[src/rtl/fifo_sync_ctrl.sv]
// Single-clock FIFO controller: writes a valid/ready stream into fifo_mem and
// prefetches into a 2-entry first-word-fall-through output buffer.
package fifo_pkg;
    parameter int ADDR_WIDTH = 4;
    parameter int DATA_WIDTH = 8;
endpackage

module fifo_sync_ctrl #(
    parameter int ADDR_WIDTH = fifo_pkg::ADDR_WIDTH,
    parameter int DATA_WIDTH = fifo_pkg::DATA_WIDTH
) (
    input  logic                  clk,
    input  logic                  rst,
    input  logic                  s_valid,
    output logic                  s_ready,
    input  logic [DATA_WIDTH-1:0] s_data,
    output logic                  m_valid,
    input  logic                  m_ready,
    output logic [DATA_WIDTH-1:0] m_data,
    output logic                  mem_wr_en,
    output logic [ADDR_WIDTH-1:0] mem_wr_addr,
    output logic [DATA_WIDTH-1:0] mem_wr_data,
    output logic [ADDR_WIDTH-1:0] mem_rd_addr,
    input  logic [DATA_WIDTH-1:0] mem_rd_data,
    output logic [ADDR_WIDTH+1:0] count
);

    localparam logic [ADDR_WIDTH:0] DEPTH = {1'b1, {ADDR_WIDTH{1'b0}}};

    logic [ADDR_WIDTH-1:0] r_wr_ptr;
    logic [ADDR_WIDTH-1:0] r_rd_ptr;
    logic [ADDR_WIDTH:0]   r_mem_cnt;
    logic [ADDR_WIDTH:0]   w_mem_cnt_nxt;
    logic                  r_inflight;
    logic [1:0]            r_out_occ;
    logic [1:0]            w_out_occ_nxt;
    logic [1:0]            w_base;
    logic [DATA_WIDTH-1:0] r_buf0;
    logic [DATA_WIDTH-1:0] r_buf1;
    logic [DATA_WIDTH-1:0] w_buf0_nxt;
    logic [DATA_WIDTH-1:0] w_buf1_nxt;
    logic [ADDR_WIDTH+1:0] r_count;
    logic                  w_push;
    logic                  w_pop;
    logic                  w_issue;
    logic [2:0]            w_pending;

    // Full is judged on the registered memory count only, keeping m_ready off the s_ready path.
    assign s_ready     = !rst && (r_mem_cnt != DEPTH);
    assign w_push      = s_valid && s_ready;
    assign m_valid     = (r_out_occ != 2'd0);
    assign m_data      = r_buf0;
    assign w_pop       = m_valid && m_ready;
    assign w_pending   = {1'b0, r_out_occ} + {2'b00, r_inflight} - {2'b00, w_pop};
    assign w_issue     = (r_mem_cnt != '0) && (w_pending < 3'd2);
    assign mem_wr_en   = w_push;
    assign mem_wr_addr = r_wr_ptr;
    assign mem_wr_data = s_data;
    assign mem_rd_addr = r_rd_ptr;
    assign count       = r_count;

    always_comb begin
        w_base     = r_out_occ - {1'b0, w_pop};
        w_buf0_nxt = w_pop ? r_buf1 : r_buf0;
        w_buf1_nxt = r_buf1;
        // The returning read lands in the first slot left free after this cycle's pop.
        if (r_inflight) begin
            if (w_base == 2'd0) begin
                w_buf0_nxt = mem_rd_data;
            end else begin
                w_buf1_nxt = mem_rd_data;
            end
        end
        w_out_occ_nxt = w_base + {1'b0, r_inflight};
        w_mem_cnt_nxt = r_mem_cnt + {ADDR_WIDTH'(0), w_push} - {ADDR_WIDTH'(0), w_issue};
    end

    always_ff @(posedge clk) begin
        if (rst) begin
            r_wr_ptr   <= '0;
            r_rd_ptr   <= '0;
            r_mem_cnt  <= '0;
            r_inflight <= 1'b0;
            r_out_occ  <= 2'd0;
            r_buf0     <= '0;
            r_count    <= '0;
        end else begin
            if (w_push) begin
                r_wr_ptr <= r_wr_ptr + ADDR_WIDTH'(1);
            end
            if (w_issue) begin
                r_rd_ptr <= r_rd_ptr + ADDR_WIDTH'(1);
            end
            r_mem_cnt  <= w_mem_cnt_nxt;
            r_inflight <= w_issue;
            r_out_occ  <= w_out_occ_nxt;
            r_buf0     <= w_buf0_nxt;
            r_count    <= {1'b0, w_mem_cnt_nxt}
                        + {{(ADDR_WIDTH+1){1'b0}}, w_issue}
                        + {ADDR_WIDTH'(0), w_out_occ_nxt};
        end
    end

    always_ff @(posedge clk) begin
        r_buf1 <= w_buf1_nxt;
    end

endmodule

[config.mk]
export PLATFORM = sky130hd
export DESIGN_NAME = fifo_sync_ctrl
export DESIGN_NICKNAME = d
export VERILOG_FILES = /design/src/rtl/fifo_sync_ctrl.sv
export SDC_FILE = /design/constraint.sdc
export NUM_CORES = 1
export LEC_CHECK = 0
export BUFFER_PORTS_ARGS = -buffer_cell sky130_fd_sc_hd__buf_4
export CAP_MARGIN = 20
export CORE_UTILIZATION = 39
export DETAILED_ROUTE_END_ITERATION = 8
export PLACE_DENSITY = 0.74
export SYNTH_ARGS = -nofsm -noshare
export SYNTH_HDL_FRONTEND = slang
export SYNTH_SLANG_ARGS = --single-unit
[constraint.sdc]
create_clock -name clk -period 4.4 [get_ports clk]
set_input_delay 0.22 -clock clk [delete_from_list [all_inputs] [get_ports clk]]
set_output_delay 0.22 -clock clk [all_outputs]
set_load 0.02 [all_outputs]
==> flow_summary.toml, run 1 <==
[clock_network]
cts_resized = 0
cts_root_buf = "clkbuf_8"
clk_latency_ps = 290
hold_buffers = 0
path_clk_slew_ps = 70
postCtsSetupRepairBufs = 0
cts_sinks = 38
cts_tree = "done"
htree_levels = 2
cts_made_buffers = 5
clock_path_buffers = 2

[synthesis]
synth_seq_cells = 38
netlist_instances = 169
synth-main-ff-cell = "dfxtp_1"
netlist_area_um2 = 1840
seq_area_frac_synth_pct = 45.7
synthTopCellsByArea = "dfxtp_1, edfxtp_1, ha_1"
synth_nets = 204
synth_edf_count = 8
synth_top_area_cell = "dfxtp_1"
yosys_warnings = 0
async_reset_ff_share_pct = 0
yosys.area.top_type_share_pct = 32.6
synth_cell_types = 33
synth_area_per_cell_um2 = 10.9

[worst_setup_path]
r2r_start = "r_out_occ[1]"
cp_slowest_cell = "or3b_2"
rr_worst_depth = 16
slowest_delay_ps = 470
r2r-end = "count[4]"
r2r_setup_slack_ps = 580
critPathLaunchType = "flip-flop"
crit_path_end_kind = "flip-flop"
critPathBufInv = 2
crit_family = "adder cells"
crit_type = "reg -> reg"
crit_fanout = 5
arrival_ps = 4050
cp.required_ps = 4620
path_cells = "o21ai_2, mux2i_2, nand2_1, fa_1, xnor2_1, o211ai_2, inv_1, ha_1, inv_1, ha_1, fa_1, a21oi_1, o21bai_1, xnor2_1, or3b_2, a21oi_1"

[placed_design]
dpl.hpwl_um = 2140
gp_congestion = 0.746
pre_cts_ws_ps = 568
portBuffers = 36

[route]
num_vias = 1188
drt_iter0_drc = 54
drc = 8
viasPerCell = 4.70
first_pass_iters = 7
wl_um = 3030
postRouteAntennaNets = 0
wire_per_inst_um = 12.0

[power]
irDropWorstVdd_mv = 0.399
sw_frac_of_total_pct = 41.5
p_seq_share_pct = 26.1
power_mw = 2.12
share_comb_of_total_power_pct = 60.2
clkPwrFrac_pct = 13.6
leakage_nw = 0.992
p_switching_uw = 880
p_int_mw = 1.24
powerDensity_nw_per_um2 = 970

[sta]
period_share_pct = 86.9
rsz0062_at_grt = "false"
fin_skew_ps = 2.94
holdWs_ps = 115
max_clock_freq_mhz = 261
finalWorstSetupSlack_ps = 575
tightest_slew_ps = 648
final_hold_viol_count = 0
relSlewSlack_pct = 56.8
drv_slew = 0
tns_ps = 0
finalSetupViolCount = 0
period_needed_ps = 3820

[global_routing]
antenna_found_initial = 0
grt_max_degree = 33
globalRouteTotalUtil_pct = 13.4
grt_pass1_wl_um = 5150
grt_pass1_vias = 1158
grt.overflow.total = 0

[min_path]
whs_path_depth = 1
hold_path.startpoint = "mem_rd_data[3]"
hp-class = "in -> reg"
min_to = "r_buf1[3]"

[die]
start_util_pct = 41.4
die_y_um = 70.7
io_pins = 53
die_x_um = 70.7
dieArea_um2 = 5000
rows = 24
core_area_um2 = 4440

[cells_and_area]
num_antenna_cells = 0
final_nets = 235
drive_gt1_share_pct = 30.3
syn_to_final_growth_pct = 18.8
final_cell_mix = "buf_4, dfxtp_1, nor2_1"
final_common_cell = "buf_4"

[outcome]
status = "complete, but fails checks"
violations = "DRC"

[run]
max-cap-violations = 0
[metrics by stage]
stage | instances | util [%] | area, um^2
6_report | 253 | 49.2 | 2190
5_1_grt | 253 | 49.2 | 2190
4_1_cts | 253 | 49.2 | 2190
3_5_place_dp | 245 | 46.8 | 2080
3_3_place_gp | 245 | 46.8 | 2080
2_1_floorplan | 169 | - | 1840
[cell type report]
type	count	area (um^2)
clock buffers	5	68.8
clock inverters	3	40.0
fillers	405	2260
inverters	13	48.8
multi-input cells	104	838
flip-flops and latches	38	841
well taps	52	65.1
repair buffers	38	285
[power groups by stage]
stage	registers, mW	logic (mW)	clock network [mW]
4_1_cts	0.556	1.30	0.297
3_5_place_dp	0.564	1.29	0
5_1_grt	0.569	1.47	0.313
3_3_place_gp	0.562	1.25	0
2_1_floorplan	0.632	0.947	0
6_report	0.555	1.28	0.289
[worst register-to-register path: stages, from the launching register on]
cell,delay [ps]
dfxtp_1,440
o21ai_2,100
mux2i_2,250
nand2_1,110
fa_1,380
xnor2_1,150
o211ai_2,130
inv_1,160
ha_1,300
inv_1,40
ha_1,190
fa_1,400
a21oi_1,160
o21bai_1,80
xnor2_1,280
or3b_2,470
a21oi_1,140
[cells by family after synthesis]
| logic type | Yosys count | share of synthesized area (%) |
|---|---|---|
| simple gates | 44 | 11.3 |
| flops | 38 | 45.7 |
| buf+inv | 27 | 8.83 |
| compound gates | 22 | 10.7 |
| fa+ha+maj | 15 | 11.8 |
| xor+xnor | 14 | 6.66 |
| mux | 9 | 5.10 |
[cell usage after synthesis, types with 2 or more instances]
cell	n
xor2_1	6
edfxtp_1	8
o21ai_0	2
nor2_1	23
fa_1	4
inv_1	13
nor2b_1	5
nand4_1	2
nand2_1	7
buf_1	2
a211oi_2	8
buf_4	8
or3b_2	2
buf_6	2
ha_1	11
xnor2_1	8
or2_2	2
a21oi_1	4
o21bai_1	2
mux2i_1	8
dfxtp_1	30
[metal layers]
metal / wire length (um) / track usage [%]
met5: 0 / 0
met4: 37 / 6.00
met3: 205 / 4.99
met2: 1340 / 20.4
met1: 1450 / 16.9
[worst max-delay path by stage]
stage,startpoint,cells past startpoint,endpoint,slack [ps]
final,r_out_occ[1],16,count[4],580
after global placement,r_out_occ[1],16,count[4],700
after detailed placement,r_out_occ[1],16,count[4],570
after CTS,r_out_occ[1],16,count[4],540
after global routing,r_out_occ[1],16,count[4],230
after floorplan,r_out_occ[1],17,count[4],720
[state kept, by name (all words and copies together) (netlist names)]
| register | cells |
|---|---|
| r_out_occ | 2 |
| mem_wr_addr | 4 |
| count | 6 |
| r_mem_cnt | 5 |
| m_data | 8 |
| r_inflight | 1 |
| mem_rd_addr | 4 |
| r_buf1 | 8 |
Note: power is estimated with default switching activity, not from simulation.
==> inputs of run 2 (changes only) <==
Settings changed: CORE_ASPECT_RATIO set to 1.25.
==> flow_summary.toml, run 2 (synthesis results as in run 1) <==
[outcome]
status = "finished, final reports clean"

[clock_network]
hold_buffers = 0
clk_latency_ps = 290
htree_levels = 2
cts_sinks = 38
cts_root_buf = "clkbuf_8"
cts_resized = 0
path_clk_slew_ps = 70
cts_made_buffers = 5
postCtsSetupRepairBufs = 0
cts_tree = "done"
clock_path_buffers = 2

[placed_design]
dpl.hpwl_um = 2300
pre_cts_ws_ps = 585
portBuffers = 36
dpl_cell_area_um2 = 2090
gp_congestion = 0.772

[global_routing]
use_met1_pct = 13.9
grt_busiest_layer = "met2"
grt_max_degree = 33
grt_pass1_vias = 1134
globalRouteTotalUtil_pct = 13.6
met2_usage_pct = 23.5
antenna_found_initial = 0
grt_pass1_wl_um = 5080
grt_use_met3_pct = 4.31
grt.overflow.total = 0

[worst_setup_path]
arrival_ps = 4060
crit_type = "reg -> reg"
crit_path_end_kind = "flip-flop"
cp.required_ps = 4630
crit_fanout = 5
critPathLaunchType = "flip-flop"

[route]
drt_iter0_drc = 69
postRouteAntennaNets = 0
num_vias = 1207
drc = 0
viasPerCell = 4.64
wl_um = 3050
first_pass_iters = 4
wire_per_inst_um = 11.7

[sta]
drv_slew = 0
tns_ps = 0
relSlewSlack_pct = 57.1
period_needed_ps = 3830
finalSetupViolCount = 0
fin_skew_ps = 4.21
tightest_slew_ps = 644
period_share_pct = 87.1
finalWorstSetupSlack_ps = 567
rsz0062_at_grt = "false"
final_hold_viol_count = 0
max_clock_freq_mhz = 261
holdWs_ps = 115

[cells_and_area]
final_cell_mix = "buf_4, dfxtp_1, nor2_1"
final_nets = 236
syn_to_final_growth_pct = 19.6
drive_gt1_share_pct = 30.7
num_antenna_cells = 0
final_area_um2 = 2200
final_common_cell = "buf_4"
fillers = 430

[run]
max-cap-violations = 0

[power]
sw_frac_of_total_pct = 40.8
irDropWorstVdd_mv = 0.540
clkPwrFrac_pct = 13.4
p_seq_share_pct = 26.1
p_int_mw = 1.26
share_comb_of_total_power_pct = 60.5
leakage_nw = 0.996
power_mw = 2.13
p_switching_uw = 870
powerDensity_nw_per_um2 = 968

[die]
core_area_um2 = 4460
die_y_um = 78.8
start_util_pct = 41.3
die_x_um = 63.5
dieArea_um2 = 5000
rows = 27
io_pins = 53

[min_path]
hp-class = "in -> reg"
[run 2: per-stage QoR]
| step | utilization (%) | instances |
|---|---|---|
| floorplan | - | 169 |
| global placement | 46.9 | 252 |
| detailed placement | 46.9 | 252 |
| CTS | 49.4 | 260 |
| global route | 49.4 | 260 |
| finish | 49.4 | 260 |
[run 2: cell type report]
type	count	area [um^2]	area share (%)
Clock buffer	5	68.8	3.13
Clock inverter	3	40.0	1.82
Sequential cell	38	841	38.2
Multi-Input combinational cell	104	838	38.1
Timing Repair Buffer	39	293	13.3
Tap cell	58	72.6	3.30
Inverter	13	48.8	2.22
[run 2: final timing paths]
check	from	to	slack, ps	cells past startpoint
worst max-delay path	r_out_occ[1]	count[4]	570	16
worst min-delay path	mem_rd_data[2]	r_buf1[2]	110	1
worst max register to register	r_out_occ[1]	count[4]	570	16
worst min register to register	mem_rd_addr[3]	mem_rd_addr[3]	520	2
[run 2: critical path, stage by stage, from the launching register on]
cell and delay, ps:
dfxtp_1 440, o21ai_2 100, mux2i_2 230, nand2_1 100, fa_1 390, xnor2_1 150
o211ai_2 120, inv_1 150, ha_1 300, inv_1 40, ha_1 190, fa_1 400
a21oi_1 160, o21bai_1 80, xnor2_1 300, or3b_2 470, a21oi_1 140
[run 2: layer usage]
metal  wire length, um  share of wire, %
met1              1290                42
met2              1510                50
met3               165               5.4
met4                79               2.6
met5                 0                 0
[run 2: power by group through the flow]
stage                     Clock [mW]  Sequential, mW  Combinational, mW
after global routing           0.314           0.569               1.47
final                          0.285           0.556               1.29
after global placement             0           0.563               1.29
after detailed placement           0           0.566               1.31
after CTS                      0.298           0.559               1.32
after floorplan                    0           0.632              0.947
